$ cat src/rtl/lane_stripe_skp.sv
// Transmit lane-management stage: stripes framed 32-bit beats across a x4
// link, inserts SKP ordered sets at packet boundaries and fills gaps with
// logical idle ahead of the per-lane 8b/10b encoders.
module lane_stripe_skp #(
  parameter int unsigned SKP_INTERVAL = 1180,
  parameter logic [7:0]  COM_SYM      = 8'hBC,
  parameter logic [7:0]  SKP_SYM      = 8'h1C
) (
  input  logic        clk_i,
  input  logic        rst_ni,
  input  logic        link_en_i,
  input  logic [31:0] s_axis_tdata,
  input  logic [3:0]  s_axis_tkeep,
  input  logic        s_axis_tvalid,
  input  logic        s_axis_tlast,
  input  logic [3:0]  s_axis_tuser,
  output logic        s_axis_tready,
  output logic [31:0] lane_data_o,
  output logic [3:0]  lane_datak_o,
  output logic        lane_valid_o,
  input  logic        lane_ready_i,
  output logic        skp_sent_o
);

  localparam int unsigned LANES = 4;
  localparam int unsigned DW    = 32;
  localparam int unsigned CW    = 12;
  localparam logic [CW-1:0] CNT_LAST = CW'(SKP_INTERVAL - 1);

  typedef enum logic [2:0] {
    ST_DATA,
    ST_SKP_COM,
    ST_SKP_1,
    ST_SKP_2,
    ST_SKP_3
  } state_t;

  state_t          state_q, state_d;
  logic [CW-1:0]   skp_cnt_q, skp_cnt_d;
  logic            skp_pend_q, skp_pend_d;
  logic            in_pkt_q, in_pkt_d;
  logic [DW-1:0]   data_d;
  logic [LANES-1:0] datak_d;
  logic            valid_d;
  logic            sent_d;

  logic            load;
  logic            accept;
  logic            skp_start;
  logic            com_out;
  logic [DW-1:0]   beat_data;
  logic [LANES-1:0] beat_k;

  // Output register may load when the encoder takes the current symbols or holds none.
  assign load = lane_ready_i || !lane_valid_o;

  // Upstream is held off during SKP, during a due SKP outside a packet, and on stall.
  assign s_axis_tready = link_en_i && lane_ready_i && (state_q == ST_DATA) &&
                         !(skp_pend_q && !in_pkt_q);
  assign accept        = s_axis_tvalid && s_axis_tready;

  // A due SKP may only start between packets and when the output can advance.
  assign skp_start = link_en_i && (state_q == ST_DATA) && skp_pend_q &&
                     !in_pkt_q && lane_ready_i;

  // The COM of a SKP ordered set is currently presented on every lane.
  assign com_out = lane_valid_o && (lane_datak_o == 4'hF) &&
                   (lane_data_o == {LANES{COM_SYM}});

  // Stripe one byte per lane; dropped bytes become logical idle data symbols.
  always_comb begin
    beat_data = '0;
    beat_k    = '0;
    for (int unsigned i = 0; i < LANES; i++) begin
      if (s_axis_tkeep[i]) begin
        beat_data[8*i +: 8] = s_axis_tdata[8*i +: 8];
        beat_k[i]           = s_axis_tuser[i];
      end
    end
  end

  // Next-state, SKP scheduling and next output symbols.
  always_comb begin
    state_d    = state_q;
    skp_cnt_d  = skp_cnt_q;
    skp_pend_d = skp_pend_q;
    in_pkt_d   = in_pkt_q;
    data_d     = lane_data_o;
    datak_d    = lane_datak_o;
    valid_d    = lane_valid_o;
    sent_d     = com_out && lane_ready_i;

    if (!link_en_i) begin
      state_d    = ST_DATA;
      skp_cnt_d  = '0;
      skp_pend_d = 1'b0;
      in_pkt_d   = 1'b0;
      data_d     = '0;
      datak_d    = '0;
      valid_d    = 1'b0;
      sent_d     = 1'b0;
    end else begin
      case (state_q)
        ST_DATA: begin
          if (load) begin
            valid_d = 1'b1;
            data_d  = '0;
            datak_d = '0;
            if (skp_start) begin
              state_d    = ST_SKP_COM;
              skp_cnt_d  = '0;
              skp_pend_d = 1'b0;
            end else begin
              if (accept) begin
                data_d   = beat_data;
                datak_d  = beat_k;
                in_pkt_d = !s_axis_tlast;
              end
              if (!skp_pend_q) begin
                skp_cnt_d = CW'(skp_cnt_q + CW'(1));
                if (CW'(skp_cnt_q + CW'(1)) == CNT_LAST) begin
                  skp_pend_d = 1'b1;
                end
              end
            end
          end
        end
        ST_SKP_COM: begin
          if (lane_ready_i) begin
            data_d  = {LANES{COM_SYM}};
            datak_d = 4'hF;
            valid_d = 1'b1;
            state_d = ST_SKP_1;
          end
        end
        ST_SKP_1, ST_SKP_2, ST_SKP_3: begin
          if (lane_ready_i) begin
            data_d  = {LANES{SKP_SYM}};
            datak_d = 4'hF;
            valid_d = 1'b1;
            case (state_q)
              ST_SKP_1: state_d = ST_SKP_2;
              ST_SKP_2: state_d = ST_SKP_3;
              default:  state_d = ST_DATA;
            endcase
          end
        end
        default: begin
          state_d = ST_DATA;
        end
      endcase
    end
  end

  // State, scheduling and output registers.
  always_ff @(posedge clk_i or negedge rst_ni) begin
    if (!rst_ni) begin
      state_q      <= ST_DATA;
      skp_cnt_q    <= '0;
      skp_pend_q   <= 1'b0;
      in_pkt_q     <= 1'b0;
      lane_data_o  <= '0;
      lane_datak_o <= '0;
      lane_valid_o <= 1'b0;
      skp_sent_o   <= 1'b0;
    end else begin
      state_q      <= state_d;
      skp_cnt_q    <= skp_cnt_d;
      skp_pend_q   <= skp_pend_d;
      in_pkt_q     <= in_pkt_d;
      lane_data_o  <= data_d;
      lane_datak_o <= datak_d;
      lane_valid_o <= valid_d;
      skp_sent_o   <= sent_d;
    end
  end

endmodule

$ cat config.mk
export PLATFORM = sky130hd
export DESIGN_NAME = lane_stripe_skp
export DESIGN_NICKNAME = d
export VERILOG_FILES = /design/src/rtl/lane_stripe_skp.sv
export SDC_FILE = /design/constraint.sdc
export NUM_CORES = 1
export LEC_CHECK = 0
export ABC_CLOCK_PERIOD_IN_PS = 2600
export CAP_MARGIN = 20
export CORE_UTILIZATION = 32
export CTS_CLUSTER_DIAMETER = 150
export DETAILED_ROUTE_END_ITERATION = 10
export SETUP_SLACK_MARGIN = 0.2
export SYNTH_ARGS = -nofsm -noshare
export SYNTH_HDL_FRONTEND = slang
export SYNTH_SLANG_ARGS = --single-unit
$ cat constraint.sdc
create_clock -name clk_i -period 2.6 [get_ports clk_i]
set_input_delay 0.78 -clock clk_i [delete_from_list [all_inputs] [get_ports clk_i]]
set_output_delay 0.78 -clock clk_i [all_outputs]
set_load 0.05 [all_outputs]
# Word level (Yosys, flattened, before mapping)
# Cells that the tools add are included.
[classes]
add_sub_neg = 1
reduce_logical = 26
n_mux = 49
n_eq_ne = 19
[ops]
columns = ["cell", "count"]
rows = [
  ["32-bit 2-to-1 mux", 6],
  ["32-bit case mux with 3 select lines", 1],
  ["12-bit 2-to-1 mux", 5],
  ["32-bit == test, second input constant", 1],
  ["8-bit 2-to-1 mux", 4],
  ["4-bit 2-to-1 mux", 5],
  ["1-bit 2-to-1 mux", 19],
  ["3-bit 2-to-1 mux", 5],
  ["12-bit by 1-bit adder with 12-bit output, second input constant", 1],
  ["12-bit by 11-bit == test with 1-bit output, second input constant", 1],
  ["1-bit logical AND", 12],
  ["3-bit inequality test, second input constant", 4],
  ["4-bit AND reduction", 3],
  ["3-bit by 2-bit inequality test with 1-bit output, second input constant", 3],
  ["3-bit case mux with 3 select lines", 1],
  ["4-bit case mux with 2 select lines", 1],
  ["3-bit by 2-bit == test with 1-bit output, second input constant", 2],
  ["2-bit by 1-bit inequality test with 1-bit output, second input constant", 3],
  ["3-bit case mux with 2 select lines", 1],
  ["3-bit AND reduction", 2],
  ["4-bit == test, second input constant", 1],
  ["1-bit zero test", 4],
  ["4-bit by 1-bit inequality test with 1-bit output, second input constant", 1],
  ["4-bit OR reduction", 1],
  ["other kinds (8)", 8],
]
[totals]
elab_cells = 103
register_bits = 55
in_bits = 46

# Depth between registers and ports, before layout
# Gate-level depths: netlist of the first run.
[depth]
word_depth = 10
mapped_depth = 7
depth_no_buf = 6

# Least setup slack after synthesis of the first run
# Ideal clock, no wire load.
[synth_timing]
kind = "input to output"
start = "input lane_ready_i"
end = "output s_axis_tready"
path_stages = 3
arrival_time_ns = 2.125
slack_ns = -0.305
t_required_ns = 1.820
path_cell_list = "clkbuf_1 > nand2_1 > nor3_1"
[synth_via]
elab_chain_len = 3
[synth_lines]
columns = ["item", "line_no", "rtl"]
rows = [
  ["start, declared", "21", "input logic lane_ready_i,"],
  ["1-bit logical AND (3 in series)", "58", "assign s_axis_tready = link_en_i && lane_ready_i && (state_q == ST_DATA) &&"],
  ["end, declared", "17", "output logic s_axis_tready,"],
]
# No other way between the ends.

# Worst setup path after layout of the first run
[layout_timing]
start = "register state_q[2]"
end = "output s_axis_tready"
[layout_via]
elab_chain_len = 3
[layout_lines]
columns = ["item", "line_no", "rtl"]
rows = [
  ["start, declared", "38", "state_t state_q, state_d;"],
  ["start signal, assigned", "167", "state_q <= state_d;"],
  ["3-bit zero test", "58", ""],
  ["1-bit logical AND (2 in series)", "58", ""],
]
# No other way between the ends.

==> flow_results.org, run 1 <==
** Hold path
- In this run the worst hold path is classified as primary input to async pin.

** Finish
- The finished layout holds 476 standard cells, fillers aside.
- Number of nets in the final layout :: 418
- Most frequent standard cell in the layout excluding fill and tap cells :: sky130_fd_sc_hd__clkdlybuf4s50_1
- Fraction of final layout cells sized beyond drive strength 1 :: 0.08356
- From synthesis to final layout, the design area changed by 41.57%.
- Commonest non-fill, non-tap cells in the layout :: sky130_fd_sc_hd__clkdlybuf4s50_1 (79), sky130_fd_sc_hd__dfrtp_1 (53), sky130_fd_sc_hd__nand2_1 (50)
- Number of diodes added for antenna fixing :: 0
- For this run, the share of the core covered by cells in the final layout is 0.4654.

** Die
- For this configuration, the core starts out at a cell density of 0.3287.
- Ports placed on the boundary :: 85
- Standard cell core area :: 8175 um^2
- The floorplan step set the die width to 93.65 um.
- The die covers 8769 um^2.
- In this run the core area contains 33 standard-cell rows.
- Die Span Y :: 93.65 um

** Synth
- Synthesis produced 285 cells.
- Cell Area, Synth :: 2688 um^2
- Of the synthesized area, sequential elements account for 0.5121.
- A synthesized cell averages 9.430 um^2.
- The number of nets handed over by synthesis was 333.
- Yosys printed 0 warnings.
- Cell variety after synth :: 45
- Number of storage elements in the synthesis netlist :: 55

** Clocking
- H-tree levels :: 2
- Worst-path clk slew :: 0.10 ns
- Count of clock tree sinks :: 55
- The number of hold buffers added after CTS was 0.
- The clock passes through at most 2 buffers.
- In this run the post-CTS setup repair buffer count came out at 0.
- TritonCTS built the clock tree.
- Number of clock buffers inserted by TritonCTS :: 5
- The cell sitting at the root of the clock tree is a sky130_fd_sc_hd__clkbuf_8.
- Clock latency on the worst-skew pair, taken at its later pin, is 0.31 ns.

** Placement
- DP Wirelength :: 5.343 mm
- In this run the tool buffered the top-level ports with 84 buffer cells.
- Counting tap cells, the placed design contains a total of 468 instances.
- RD Place Congestion :: 0.7925

** Job
- Number of maximum-capacitance violations :: 0

** Route
- The detail route stage leaves a number of antenna-violating nets equal to 0.
- Summed over all layers, the routed wires come to 7.411 mm.
- Number of detailed-route iterations in the first pass :: 4
- Vias post-DR :: 2428
- For this block, the initial DRC count from the detailed router was 100.
- DRC violation count after routing :: 0
- Per-cell via count in the routed design :: 5.101
- After detailed routing, the average wire length per cell comes to 15.57 um.

** STA
- In this run the tightest slew margin relative to its limit is 0.5896.
- Setup repair after global routing left no endpoint under its margin.
- Summed over all failing endpoints, the final setup total negative slack is 0 ns.
- For this run, the top clock speed supported by timing is 0.4245 GHz.
- On the final layout, the worst clock skew is 0.007754 ns.
- Subtracting the final worst setup slack from the clock period gives 2.356 ns.
- Setup violations remaining at the end of the flow were counted as 0.
- At the pin with the least slew margin, the transition time is 0.6156 ns.
- Max-slew violation count :: 0
- Ratio of final minimum period to clock period :: 0.9060
- Final hold viol count :: 0

** Pwr
- Worst IR Drop VDD :: 0.2568 mV
- Standby leakage power :: 1.640 nW
- Pwr/cell area :: 472.4 nW/um^2

** Worst setup path
- The worst setup path is launched from a register.
- The endpoint identified for the worst register-to-register timing path is lane_datak_o[1]$_DFFE_PN0P_.
- Gate family responsible for the most delay along the worst path :: simple AND/OR/NAND/NOR gates
- The worst setup path is captured at an output port.
- CP max-delay cell :: sky130_fd_sc_hd__dfrtp_2
- Data required time at the worst endpoint :: 1.82 ns
- Together, buffers and inverters on the worst path number 1.
- Kind of critical path :: register to output port
- Along the worst path, the maximum fanout reaches 7.
- Slack of the worst reg-to-reg path :: 0.69 ns
- In this run the number of cells on the critical path is 3.
- Beginning of the worst register-to-register path :: state_q[2]$_DFFE_PN0P_
- STA puts the critical path data arrival time at 1.58 ns.
- CP max stage delay :: 0.47 ns
- Worst Reg-to-Reg Cells :: 5
- Worst path cell trace :: or3_4, nor3_4, buf_12

** Global route
- The via count of the first global-routing pass came to 2336.
- The number of antenna violations at the first check in global routing came to 0.
- Total global routing overflow :: 0
- All-layer global routing usage :: 0.1762
- The first global-routing pass estimated 12.01 mm of wire.
- Entering global routing, the biggest net connects 27 pins.

** Run status
- The flow ran to the end, and the final reports show no timing, DRC or antenna violations.
-- kinds of logic after synthesis --
family | share of synthesized area
and+or+nand+nor | 0.2481
DFF | 0.5121
AOI/OAI and AO/OA | 0.1797
adders and majority gates | 0.009309
buffers and inverters | 0.03445
xor gates and xnor gates | 0.01630
-- synthesized netlist by cell type, drive strengths merged --
library cell,instances,area share
dfrtp,55,0.51
xnor2,3,0.0098
nand2,51,0.071
nor2b,4,0.0093
o31ai,5,0.014
or4,1,0.0028
nor4,4,0.0093
a211oi,1,0.0028
ha,2,0.0093
and3,1,0.0023
o211ai,1,0.0047
nand4b,4,0.013
inv,3,0.0042
o211a,1,0.0037
clkbuf,7,0.0098
and2,6,0.014
nor4b,1,0.0033
a22o,12,0.039
nand3b,2,0.0056
o21ai,14,0.026
a31o,1,0.0033
a22oi,8,0.022
o41ai,3,0.0098
a21oi,22,0.041
o21a,1,0.0028
buf,8,0.020
nand2b,5,0.012
xor2,2,0.0065
nand3,6,0.013
nand4,5,0.017
or3,3,0.011
nor3,6,0.017
a2111oi,1,0.0033
nor2,34,0.047
o311a,1,0.0037
o2111ai,1,0.0033
-- through the flow --
| step | hold WS, ns | instance area (um^2) | worst slack (ns) | power [mW] |
|---|---|---|---|---|
| 2_1_floorplan | 0.4844 | 2699 | 0.2745 | 1.057 |
| 5_1_grt | 0.5009 | 3805 | 0.2014 | 1.884 |
| 6_report | 0.4686 | 3805 | 0.2444 | 1.797 |
| 4_1_cts | 0.4874 | 3802 | 0.2159 | 1.821 |
| 3_3_place_gp | 0.5071 | 3687 | 0.08323 | 1.224 |
| 3_5_place_dp | 0.5141 | 3687 | 0.07866 | 1.226 |
-- flip-flops by register name, summed over array words and instances (netlist names) --
| name | cells |
|---|---|
| skp_sent_o | 1 |
| lane_data_o | 32 |
| in_pkt_q | 1 |
| state_q | 3 |
| lane_valid_o | 1 |
| skp_cnt_q | 12 |
| lane_datak_o | 4 |
| skp_pend_q | 1 |
-- where the power goes --
part | internal, mW | switching (mW) | total (mW)
Clock | 0.293 | 0.298 | 0.591
Combinational | 0.131 | 0.169 | 0.300
Sequential | 0.880 | 0.0265 | 0.907
-- area by class of cell --
| type | instances | area [um^2] |
|---|---|---|
| multi-input combinational | 212 | 1232 |
| inverter | 3 | 11.26 |
| sequential | 55 | 1379 |
| clock inverter | 3 | 47.55 |
| fill | 784 | 4370 |
| clock buffer | 5 | 68.82 |
| timing repair buffer | 93 | 934.6 |
| tap | 105 | 131.4 |
-- repair_timing --
action / CTS / global route
resized for setup: 4 / 2
endpoints found under the setup margin: 2 / 1
pin swaps: 1 / 0
hold endpoints to repair: 0 / 0
-- metal layers --
layer  GRT usage  up-vias  part of all wire
met1      0.2435     1176              0.49
met5           0        -                 0
met2      0.2770       65              0.44
met4     0.05000        0             0.014
li1            -     1180                 -
met3     0.03821        7             0.054
-- worst max path at each step --
| stage | start | slack [ns] | end |
|---|---|---|---|
| floorplan | lane_ready_i | 0.27 | s_axis_tready |
| global placement | lane_ready_i | 0.08 | skp_pend_q$_DFFE_PN0P_ |
| detailed placement | lane_ready_i | 0.08 | skp_pend_q$_DFFE_PN0P_ |
| CTS | state_q[2]$_DFFE_PN0P_ | 0.22 | s_axis_tready |
| global route | state_q[2]$_DFFE_PN0P_ | 0.20 | s_axis_tready |
| finish | state_q[2]$_DFFE_PN0P_ | 0.24 | s_axis_tready |
No activity file was read; power rests on OpenSTA's default activity.
==> run 2, diff against run 1 <==
--- a/config.mk
+++ b/config.mk
@@ -10,6 +10,7 @@
 export CORE_UTILIZATION = 32
 export CTS_CLUSTER_DIAMETER = 150
 export DETAILED_ROUTE_END_ITERATION = 10
+export GPL_ROUTABILITY_DRIVEN = 0
 export SETUP_SLACK_MARGIN = 0.2
 export SYNTH_ARGS = -nofsm -noshare
 export SYNTH_HDL_FRONTEND = slang
==> results of run 2 <==
The final DEF is identical to that of run 1; final timing and power are the same.
